--- src/rtl/cache_ctrl.sv ---
// Sequencing controller for a 4-set 2-way write-through, no-write-allocate data cache.
// Optional CACHE_STATS_EN adds saturating read hit/miss counters (stat_hits, stat_misses).
module cache_ctrl #(
    parameter int DATA_WIDTH     = 32,
    parameter int TIMEOUT_CYCLES = 255
) (
    input  logic                  clk,
    input  logic                  rst_n,
    input  logic                  cpu_req,
    input  logic                  cpu_we,
    input  logic [DATA_WIDTH-1:0] cpu_addr,
    input  logic [DATA_WIDTH-1:0] cpu_wdata,
    output logic                  cpu_ready,
    output logic [DATA_WIDTH-1:0] cpu_rdata,
    output logic                  cpu_err,
    input  logic                  c_hit,
    input  logic [DATA_WIDTH-1:0] c_rdata,
    output logic                  c_fill_we,
    output logic [DATA_WIDTH-1:0] c_fill_addr,
    output logic [DATA_WIDTH-1:0] c_fill_data,
    output logic                  mem_req,
    output logic                  mem_we,
    output logic [DATA_WIDTH-1:0] mem_addr,
    output logic [DATA_WIDTH-1:0] mem_wdata,
    input  logic                  mem_ack,
    input  logic [DATA_WIDTH-1:0] mem_rdata
`ifdef CACHE_STATS_EN
    ,
    output logic [31:0]           stat_hits,
    output logic [31:0]           stat_misses
`endif
);

    localparam logic [2:0] S_IDLE   = 3'd0;
    localparam logic [2:0] S_MEM_RD = 3'd1;
    localparam logic [2:0] S_MEM_WR = 3'd2;
    localparam logic [2:0] S_FILL   = 3'd3;
    localparam logic [2:0] S_RESP   = 3'd4;

    localparam int CW = $clog2(TIMEOUT_CYCLES + 1);
    localparam logic [CW-1:0] CNT_LAST = CW'(TIMEOUT_CYCLES - 1);

    logic [2:0]            state_reg;
    logic [DATA_WIDTH-1:0] addr_reg;
    logic [DATA_WIDTH-1:0] wdata_reg;
    logic [DATA_WIDTH-1:0] data_reg;
    logic                  we_reg;
    logic                  hit_reg;
    logic                  err_reg;
    logic [CW-1:0]         cnt_reg;

    always_ff @(posedge clk or negedge rst_n) begin
        if (!rst_n) begin
            state_reg <= S_IDLE;
            addr_reg  <= '0;
            wdata_reg <= '0;
            data_reg  <= '0;
            we_reg    <= 1'b0;
            hit_reg   <= 1'b0;
            err_reg   <= 1'b0;
            cnt_reg   <= '0;
        end else begin
            case (state_reg)
                S_IDLE: begin
                    if (cpu_req) begin
                        addr_reg  <= cpu_addr;
                        wdata_reg <= cpu_wdata;
                        we_reg    <= cpu_we;
                        hit_reg   <= c_hit;
                        err_reg   <= 1'b0;
                        cnt_reg   <= '0;
                        data_reg  <= '0;
                        if (cpu_we) begin
                            state_reg <= S_MEM_WR;
                        end else if (c_hit) begin
                            data_reg  <= c_rdata;
                            state_reg <= S_RESP;
                        end else begin
                            state_reg <= S_MEM_RD;
                        end
                    end
                end
                S_MEM_RD, S_MEM_WR: begin
                    // An ack on the final timeout cycle still completes normally.
                    if (mem_ack) begin
                        if (state_reg == S_MEM_RD) begin
                            data_reg  <= mem_rdata;
                            state_reg <= S_FILL;
                        end else begin
                            state_reg <= hit_reg ? S_FILL : S_RESP;
                        end
                    end else if (cnt_reg == CNT_LAST) begin
                        err_reg   <= 1'b1;
                        state_reg <= S_RESP;
                    end else begin
                        cnt_reg <= cnt_reg + 1'b1;
                    end
                end
                S_FILL:  state_reg <= S_RESP;
                S_RESP:  state_reg <= S_IDLE;
                default: state_reg <= S_IDLE;
            endcase
        end
    end

    // All outputs decode from registered state, so none depend combinationally on inputs.
    assign cpu_ready   = (state_reg == S_RESP);
    assign cpu_err     = cpu_ready && err_reg;
    assign cpu_rdata   = (cpu_ready && !we_reg && !err_reg) ? data_reg : '0;
    assign c_fill_we   = (state_reg == S_FILL);
    assign c_fill_addr = c_fill_we ? addr_reg : '0;
    assign c_fill_data = c_fill_we ? (we_reg ? wdata_reg : data_reg) : '0;
    assign mem_req     = (state_reg == S_MEM_RD) || (state_reg == S_MEM_WR);
    assign mem_we      = (state_reg == S_MEM_WR);
    assign mem_addr    = mem_req ? addr_reg : '0;
    assign mem_wdata   = mem_we ? wdata_reg : '0;

`ifdef CACHE_STATS_EN
    logic [31:0] hits_reg;
    logic [31:0] misses_reg;

    always_ff @(posedge clk or negedge rst_n) begin
        if (!rst_n) begin
            hits_reg   <= '0;
            misses_reg <= '0;
        end else if (state_reg == S_IDLE && cpu_req && !cpu_we) begin
            if (c_hit && hits_reg != 32'hFFFF_FFFF)
                hits_reg <= hits_reg + 32'd1;
            else if (!c_hit && misses_reg != 32'hFFFF_FFFF)
                misses_reg <= misses_reg + 32'd1;
        end
    end

    assign stat_hits   = hits_reg;
    assign stat_misses = misses_reg;
`endif

endmodule

--- config.mk ---
export PLATFORM = sky130hd
export DESIGN_NAME = cache_ctrl
export DESIGN_NICKNAME = d
export VERILOG_FILES = /design/src/rtl/cache_ctrl.sv
export SDC_FILE = /design/constraint.sdc
export NUM_CORES = 1
export LEC_CHECK = 0
export ABC_CLOCK_PERIOD_IN_PS = 2900
export BUFFER_PORTS_ARGS = -buffer_cell sky130_fd_sc_hd__buf_2
export CAP_MARGIN = 20
export CORE_AREA = 2 2 117 119
export DETAILED_ROUTE_END_ITERATION = 7
export DIE_AREA = 0 0 119 121
export GPL_TIMING_DRIVEN = 1
export PLACE_DENSITY_LB_ADDON = 0.1
export SLEW_MARGIN = 20
export SYNTH_ARGS = -nofsm -noshare
export SYNTH_HDL_FRONTEND = slang
export SYNTH_SLANG_ARGS = --single-unit
--- constraint.sdc ---
create_clock -name clk -period 2.9 [get_ports clk]
set_input_delay 0.58 -clock clk [delete_from_list [all_inputs] [get_ports clk]]
set_output_delay 0.58 -clock clk [all_outputs]
set_load 0.01 [all_outputs]
# Yosys cells after proc, flatten, opt, wreduce, memory -nomap -nowiden
# Cells that the tools add are included.
# totals
register_bits	110
wordCells	63
# op_classes
n_reduce_logical	14
mux	28
add_sub_neg	1
eq_ne	12
# op_table
cell	n
$mux W32	11
$pmux W32 S2	1
$mux W8	3
$mux W3	7
$pmux W8 S2	1
$ne A2 B2 Y1 const B	6
$reduce_and A4 Y1	3
$pmux W3 S3	1
$add A8 B1 Y8 const B	1
$eq A8 B8 Y1 const B	1
$eq A3 B2 Y1 const B	2
$reduce_and A2 Y1	2
$eq A3 B1 Y1 const B	1
$eq A3 B3 Y1 const B	1
$logic_and A1 B1 Y1	3
$logic_not A3 Y1	1
$mux W1	3
$ne A3 B3 Y1 const B	1
$logic_not A1 Y1	2
$pmux W1 S2	1
$reduce_bool A2 Y1	1
$reduce_or A2 Y1	1
$logic_or A1 B1 Y1	1

# Depth between registers and ports, before layout
# Gate-level depths: netlist of run 1.
# logic_depth
depth_word	4
mapped_depth	7

# Worst setup path after synthesis of run 1
# OpenSTA, ideal clock, no wires.
# synth_timing
path_type	flip-flop to output port
startpoint	reg state_reg[1]
endpoint	out cpu_rdata[10]
required_ps	2320
arrival_ps	1563
path_stages_with_launch	6
path_slack_ps	757
cell_sequence	dfrtp_1 -> buf_4 -> nor3_2 -> nor3b_2 -> clkbuf_1 -> and2_1
# synth_between
elab_chain_len	4
# synth_rtl
element	line_no	rtl
start, declared	43	logic [2:0] state_reg;
start signal, assigned	90	state_reg <= hit_reg ? S_FILL : S_RESP;
$eq A3 B3 Y1	107	assign cpu_ready = (state_reg == S_RESP);
net cpu_ready	13	output logic cpu_ready,
$logic_and A1 B1 Y1 (2 in series)	109	assign cpu_rdata = (cpu_ready && !we_reg && !err_reg) ? data_reg : '0;
$mux W32	109	
end, declared	14	output logic [DATA_WIDTH-1:0] cpu_rdata,
# The timed path passes the listed nets, and every way through them passes these cells.

# Worst setup path after layout of run 1
# layout_timing
startpoint	reg state_reg[1]
endpoint	out cpu_rdata[29]
# layout_between
elab_chain_len	4
# layout_rtl
element	line_no
$eq A3 B3 Y1	107
$logic_and A1 B1 Y1 (2 in series)	109
$mux W32	109
# Every way passes these cells.

==> run metrics, run 1 <==
Clock Power Share 14.4%; vias in the first global route 5775; Worst R2R Start state_reg[1]; f_max 379 MHz; area leader, netlist dfrtp_1; Setup crit end kind output pin; Worst path max stage delay 580 ps; Via density 5.07; final number of max-transition violations 0; Post-synth EDFFs 0; Core Box Area 13100 µm²; Routed WL 19400 µm; initial antenna violation count 0; Rel. slew slack 45.1%; vias 6172; sw frac 44.6%; Max VDD drop 0.000530 V; Die Ht 121 µm; Leakage 4.58 nW; period utilization 91.0%; area grow syn2layout 30.8%; CTS Buffer Depth 2; Initial DRC Count 349; CP arrival 2060 ps; Critical Path Start state_reg[1]; Min-Delay Path Class input port to asynchronous set/reset pin; GP Congestion 0.834; Internal Power 0.00442 W; DRC violations left 0; Top FF cell, synth dfrtp_1; clk_lat worst skew 340 ps; post_cts resized 0; #FFs+latches synth 110; delay-heaviest family, CP simple AND/OR/NAND/NOR gates; crit path max fanout 32; CTS Root Cell clkbuf_16; Worst path slowest cell dfrtp_1; Synth Instances 768; Final TNS setup 0 ps; largest net degree at the start of global routing 65; Syn Area/Cell 8.02 µm²; crit path buf inv count 2; non-filler instance count after layout 1217; DR pass1 iterations 5; Post-Syn Nets 904; Placed Cells 1202; combinational share of power 48.3%; cts hold-fix bufs 0; Post-CTS Setup Bufs 0; Post-Syn Area 6160 µm²; top-area cell type share of the netlist area 44.7%; I/O Pins 299; synth unique cells 42; ant diodes 0; Clock Pin Slew Worst Setup and Hold Paths 70 ps; pre-CTS WS 655 ps; Hold Slack 204 ps; Setup WS post-layout 261 ps; initial core utilization 47.1%; site row count 42; NetSw 0.00356 W; DRT antenna net count 0; Overflow after GRT 0; Worst Tran Pin Value 817 ps; Final Hold Fails 0; Final setup viols 0; CTS sink count 110; drt wl/cell 15.9 µm; startpoint types flop; CP required 2320 ps; sequential area share after synthesis 44.7%; post-DP HPWL 13900 µm; outcome complete, no violations; unrepaired setup endpoints after global routing no; power per cell area 991 nW/µm²; skew final 5.82 ps; max cap viols 0; Finished Core Util 61.6%; Reg power frac 37.3%; Fill cells 1241; layout cell share with drive strength beyond 1 33.0%; Num CTS Buffers 9; Synth area leaders dfrtp_1 (45%), nand2_1 (14%), and2_1 (10%), mux2i_1 (5.4%), nor2_1 (4.1%); min Tclk post-route 2640 ps; GRT Overall Usage 26.7%; H-Tree Depth 3; crit-path cells nor3_2 > nor3b_2 > buf_4 > and2_1 > buf_2; Port Buf Inserts 298; asr flop ratio synth 100%; worst setup path class flop to output pin; yosys warns 0; Die Width 119 µm; Die ar. 14400 µm²; global-route wire length before repair 30400 µm; TritonCTS clock tree built; Layout Nets 1173
[logic make-up after synthesis]
kind of cell / Yosys count / synth area share, %
simple gates: 494 / 37.4
flops: 110 / 44.7
buf+inv: 66 / 4.98
compound gates: 61 / 6.85
mux: 33 / 5.36
xor+xnor: 2 / 0.284
fa+ha+maj: 2 / 0.406
[cells in the final DEF, fill, tap and decap left out, drive strengths merged, types with 2 or more instances in the layout]
cell,netlist,routed
nor3,3,3
buf,24,315
nor2b,3,3
clkbuf,33,12
or4,4,4
a21oi,6,6
dfrtp,110,110
and2,99,99
clkinv,0,2
a2bb2oi,2,2
and3,33,33
nand2b,2,2
o21ai,7,7
ha,2,2
o31ai,5,5
nand2,237,237
nand3,37,37
mux2i,33,33
a31oi,33,33
nand4,4,4
nor2,68,68
inv,9,9
[per-stage QoR]
step	area [µm²]	total power [W]
CTS	8050	0.00803
finish	8050	0.00798
global placement	7790	0.00680
detailed placement	7790	0.00687
global route	8050	0.00864
floorplan	6160	0.00548
[final cells by class]
type                            count  area (µm²)  share of cell area [%]
Clock inverter                      3        21.3                   0.264
Multi-Input combinational cell    592        3120                    38.7
Timing Repair Buffer              315        1660                    20.6
Sequential cell                   110        2750                    34.2
Inverter                            9        33.8                   0.419
Tap cell                          176         220                    2.73
Clock buffer                       12         246                    3.06
[Yosys cell counts, types with 2 or more instances]
| library cell | count |
|---|---|
| a21oi_1 | 6 |
| ha_1 | 2 |
| mux2i_1 | 33 |
| buf_1 | 4 |
| or4_1 | 4 |
| a2bb2oi_1 | 2 |
| nor2b_1 | 3 |
| nand2_1 | 236 |
| nand2b_1 | 2 |
| inv_2 | 2 |
| o21ai_0 | 6 |
| and3_1 | 33 |
| inv_1 | 7 |
| buf_4 | 11 |
| clkbuf_1 | 33 |
| nand4_1 | 4 |
| a31oi_1 | 33 |
| nor3_1 | 2 |
| and2_1 | 99 |
| dfrtp_1 | 110 |
| o31ai_1 | 5 |
| nand3_1 | 37 |
| nor2_1 | 68 |
| buf_2 | 8 |
[per-layer routing]
metal | global-route usage (%) | vias up | wire (µm)
li1 | - | 3045 | -
met1 | 34.3 | 2889 | 8200
met2 | 46.6 | 222 | 9810
met3 | 4.42 | 16 | 1170
met4 | 7.22 | 0 | 207
met5 | 0 | - | 0
[power groups by stage]
stage | logic, W | clock network (W) | registers, W
after detailed placement | 0.00389 | 0 | 0.00298
after global routing | 0.00432 | 0.00124 | 0.00308
final | 0.00385 | 0.00115 | 0.00297
after CTS | 0.00389 | 0.00117 | 0.00297
after global placement | 0.00382 | 0 | 0.00298
after floorplan | 0.00284 | 0 | 0.00264
[path summary, 6_finish.rpt]
path | to | slack (ps) | depth (start not counted)
worst max-delay path | cpu_rdata[29] | 260 | 5
worst min-delay path | wdata_reg[10] | 200 | 1
worst max register to register | cnt_reg[2] | 740 | 4
worst min register to register | addr_reg[7] | 490 | 2
max in group asynchronous | cnt_reg[7] | 1840 | 2
min in group clk | wdata_reg[27] | 430 | 3
Power figures use the tool's default switching activity.
==> inputs of run 2 (changes only) <==
--- a/config.mk
+++ b/config.mk
@@ -9,6 +9,7 @@
 export BUFFER_PORTS_ARGS = -buffer_cell sky130_fd_sc_hd__buf_2
 export CAP_MARGIN = 20
 export CORE_AREA = 2 2 117 119
+export CTS_BUF_LIST = sky130_fd_sc_hd__clkbuf_4 sky130_fd_sc_hd__clkbuf_8 sky130_fd_sc_hd__clkbuf_16
 export DETAILED_ROUTE_END_ITERATION = 7
 export DIE_AREA = 0 0 119 121
 export GPL_TIMING_DRIVEN = 1
==> run metrics, run 2 (synthesis results as in run 1) <==
outcome complete, no violations; routing usage on met1 34.2% (-0.12 points); layout cell share with drive strength beyond 1 33.2% (+0.19 points); DR pass1 iterations 4 (-1); vias in the first global route 5772 (-0.052%); startpoint types flop; Worst path max stage delay 580 ps (about the same); Port Buf Inserts 298 (unchanged); Critical Path Start state_reg[1]; ant diodes 0 (unchanged); TritonCTS clock tree built; CP required 2320 ps (about the same); Finished Core Util 61.6% (about the same); Clock Pin Slew Worst Setup and Hold Paths 70 ps (about the same); Final setup viols 0 (unchanged); GRT Overall Usage 26.6% (-0.061 points); Overflow after GRT 0 (unchanged); Placed Cells 1202 (unchanged); CTS Root Cell clkbuf_16; Die ar. 14400 µm² (unchanged); total power 0.00799 W (+0.18%); DRC violations left 0 (unchanged); Min-Delay Path Class input port to asynchronous set/reset pin; Worst path slowest cell dfrtp_1; unrepaired setup endpoints after global routing no; Die Ht 121 µm (unchanged); DRT antenna net count 0 (unchanged); WP depth 5 (unchanged); site row count 42 (unchanged); Leakage 4.59 nW (+0.15%); Worst R2R Start state_reg[1]; M3 GR Usage 4.42% (unchanged); power per cell area 991 nW/µm² (about the same); Rel. slew slack 43.6% (-1.4 points); Num CTS Buffers 9 (unchanged); vias 6193 (+0.34%); Final Hold Fails 0 (unchanged); post_cts resized 0 (unchanged); most common cell after layout, fill and taps aside buf_2; post-DP HPWL 13900 µm (unchanged); cts hold-fix bufs 0 (unchanged); CP Capture Point cpu_rdata[29]; initial core utilization 47.1% (unchanged); Final TNS setup 0 ps (unchanged); Layout Nets 1173 (unchanged); RR Endpoint cnt_reg[2]; Setup crit end kind output pin; largest net degree at the start of global routing 65 (unchanged); min Tclk post-route 2630 ps (-6.58 ps); drt wl/cell 15.9 µm (-0.31%); CTS Buffer Depth 2 (unchanged); area grow syn2layout 30.9% (about the same); I/O Pins 299 (unchanged); max cap viols 0 (unchanged); Die Width 119 µm (unchanged); R2R setup slack 730 ps (about the same); crit path max fanout 32 (unchanged); final number of max-transition violations 0 (unchanged); crit path buf inv count 2 (unchanged); non-filler instance count after layout 1217 (unchanged); Post-CTS Setup Bufs 0 (unchanged); delay-heaviest family, CP simple AND/OR/NAND/NOR gates; global-route wire length before repair 30400 µm (-0.18%); Register-to-Register Path Depth 4 (unchanged); Core Box Area 13100 µm² (unchanged); Routed WL 19300 µm (-0.31%); H-Tree Depth 3 (unchanged); GR Util met2 46.5% (-0.072 points); Initial DRC Count 342 (-2.0%); period utilization 90.8% (-0.23 points); GP Congestion 0.834 (unchanged); most frequent cells in the layout buf_2 (297), nand2_1 (235), dfrtp_1 (109); pre-CTS WS 655 ps (unchanged); Worst Tran Pin Value 839 ps (+21.4 ps); Setup WS post-layout 267 ps (+6.58 ps); Via density 5.09 (+0.34%); Max VDD drop 0.000524 V (-1.2%); Most Crowded Layer GR met2; skew final 7.78 ps (+1.96 ps); initial antenna violation count 0 (unchanged); f_max 380 MHz (+0.25%); crit-path cells nor3_2 > nor3b_2 > buf_4 > and2_1 > buf_2; CP arrival 2050 ps (about the same); worst setup path class flop to output pin; CTS sink count 110 (unchanged); clk_lat worst skew 340 ps (about the same); Fill cells 1241 (unchanged)
run 2: cell counts in the layout (fill, tap and decap cells not counted):
No cell type changed its count.
run 2: stage by stage:
stage	hold slack (ps)	area (µm²)
floorplan	284	6160
global placement	468	7790
detailed placement	470	7790
CTS	219	8060
global route	241	8060
finish	201	8060
run 2: per-layer routing:
layer	up-vias	share of wire (%)
met5	-	0
met3	14	6.0
met1	2913	42
met4	0	0.95
li1	3041	-
met2	225	51
run 2: worst register-to-register path: stages, from the launching register on:
cell     delay [ps]
dfrtp_1         700
xnor2_1         180
nor4_2          760
nor2_1          140
a31o_2          270
run 2: report_power, final:
| part | switching, W | internal (W) | leakage (nW) | total [W] |
|---|---|---|---|---|
| clock | 0.000548 | 0.000623 | 0.135 | 0.00117 |
| combinational | 0.00229 | 0.00156 | 3.10 | 0.00385 |
| sequential | 0.000715 | 0.00226 | 1.35 | 0.00298 |
| total | 0.00355 | 0.00444 | 4.59 | 0.00799 |
run 2: worst min-delay path by stage:
stage                             from             to  slack (ps)  depth (start not counted)
after floorplan                  rst_n    addr_reg[0]         280                          0
after global placement    addr_reg[11]   addr_reg[11]         470                          2
after detailed placement       hit_reg        hit_reg         470                          2
after CTS                        rst_n  wdata_reg[10]         220                          1
after global routing             rst_n  wdata_reg[10]         240                          1
final                            rst_n  wdata_reg[10]         200                          1
run 2: area by class of cell:
type / count / area [µm²] / share of cell area, %
multi-input cells: 592 / 3120 / 38.7
flip-flops and latches: 110 / 2750 / 34.2
repair buffers: 315 / 1660 / 20.6
clock buffers: 12 / 254 / 3.15
well taps: 176 / 220 / 2.73
inverters: 9 / 33.8 / 0.419
clock inverters: 3 / 21.3 / 0.264
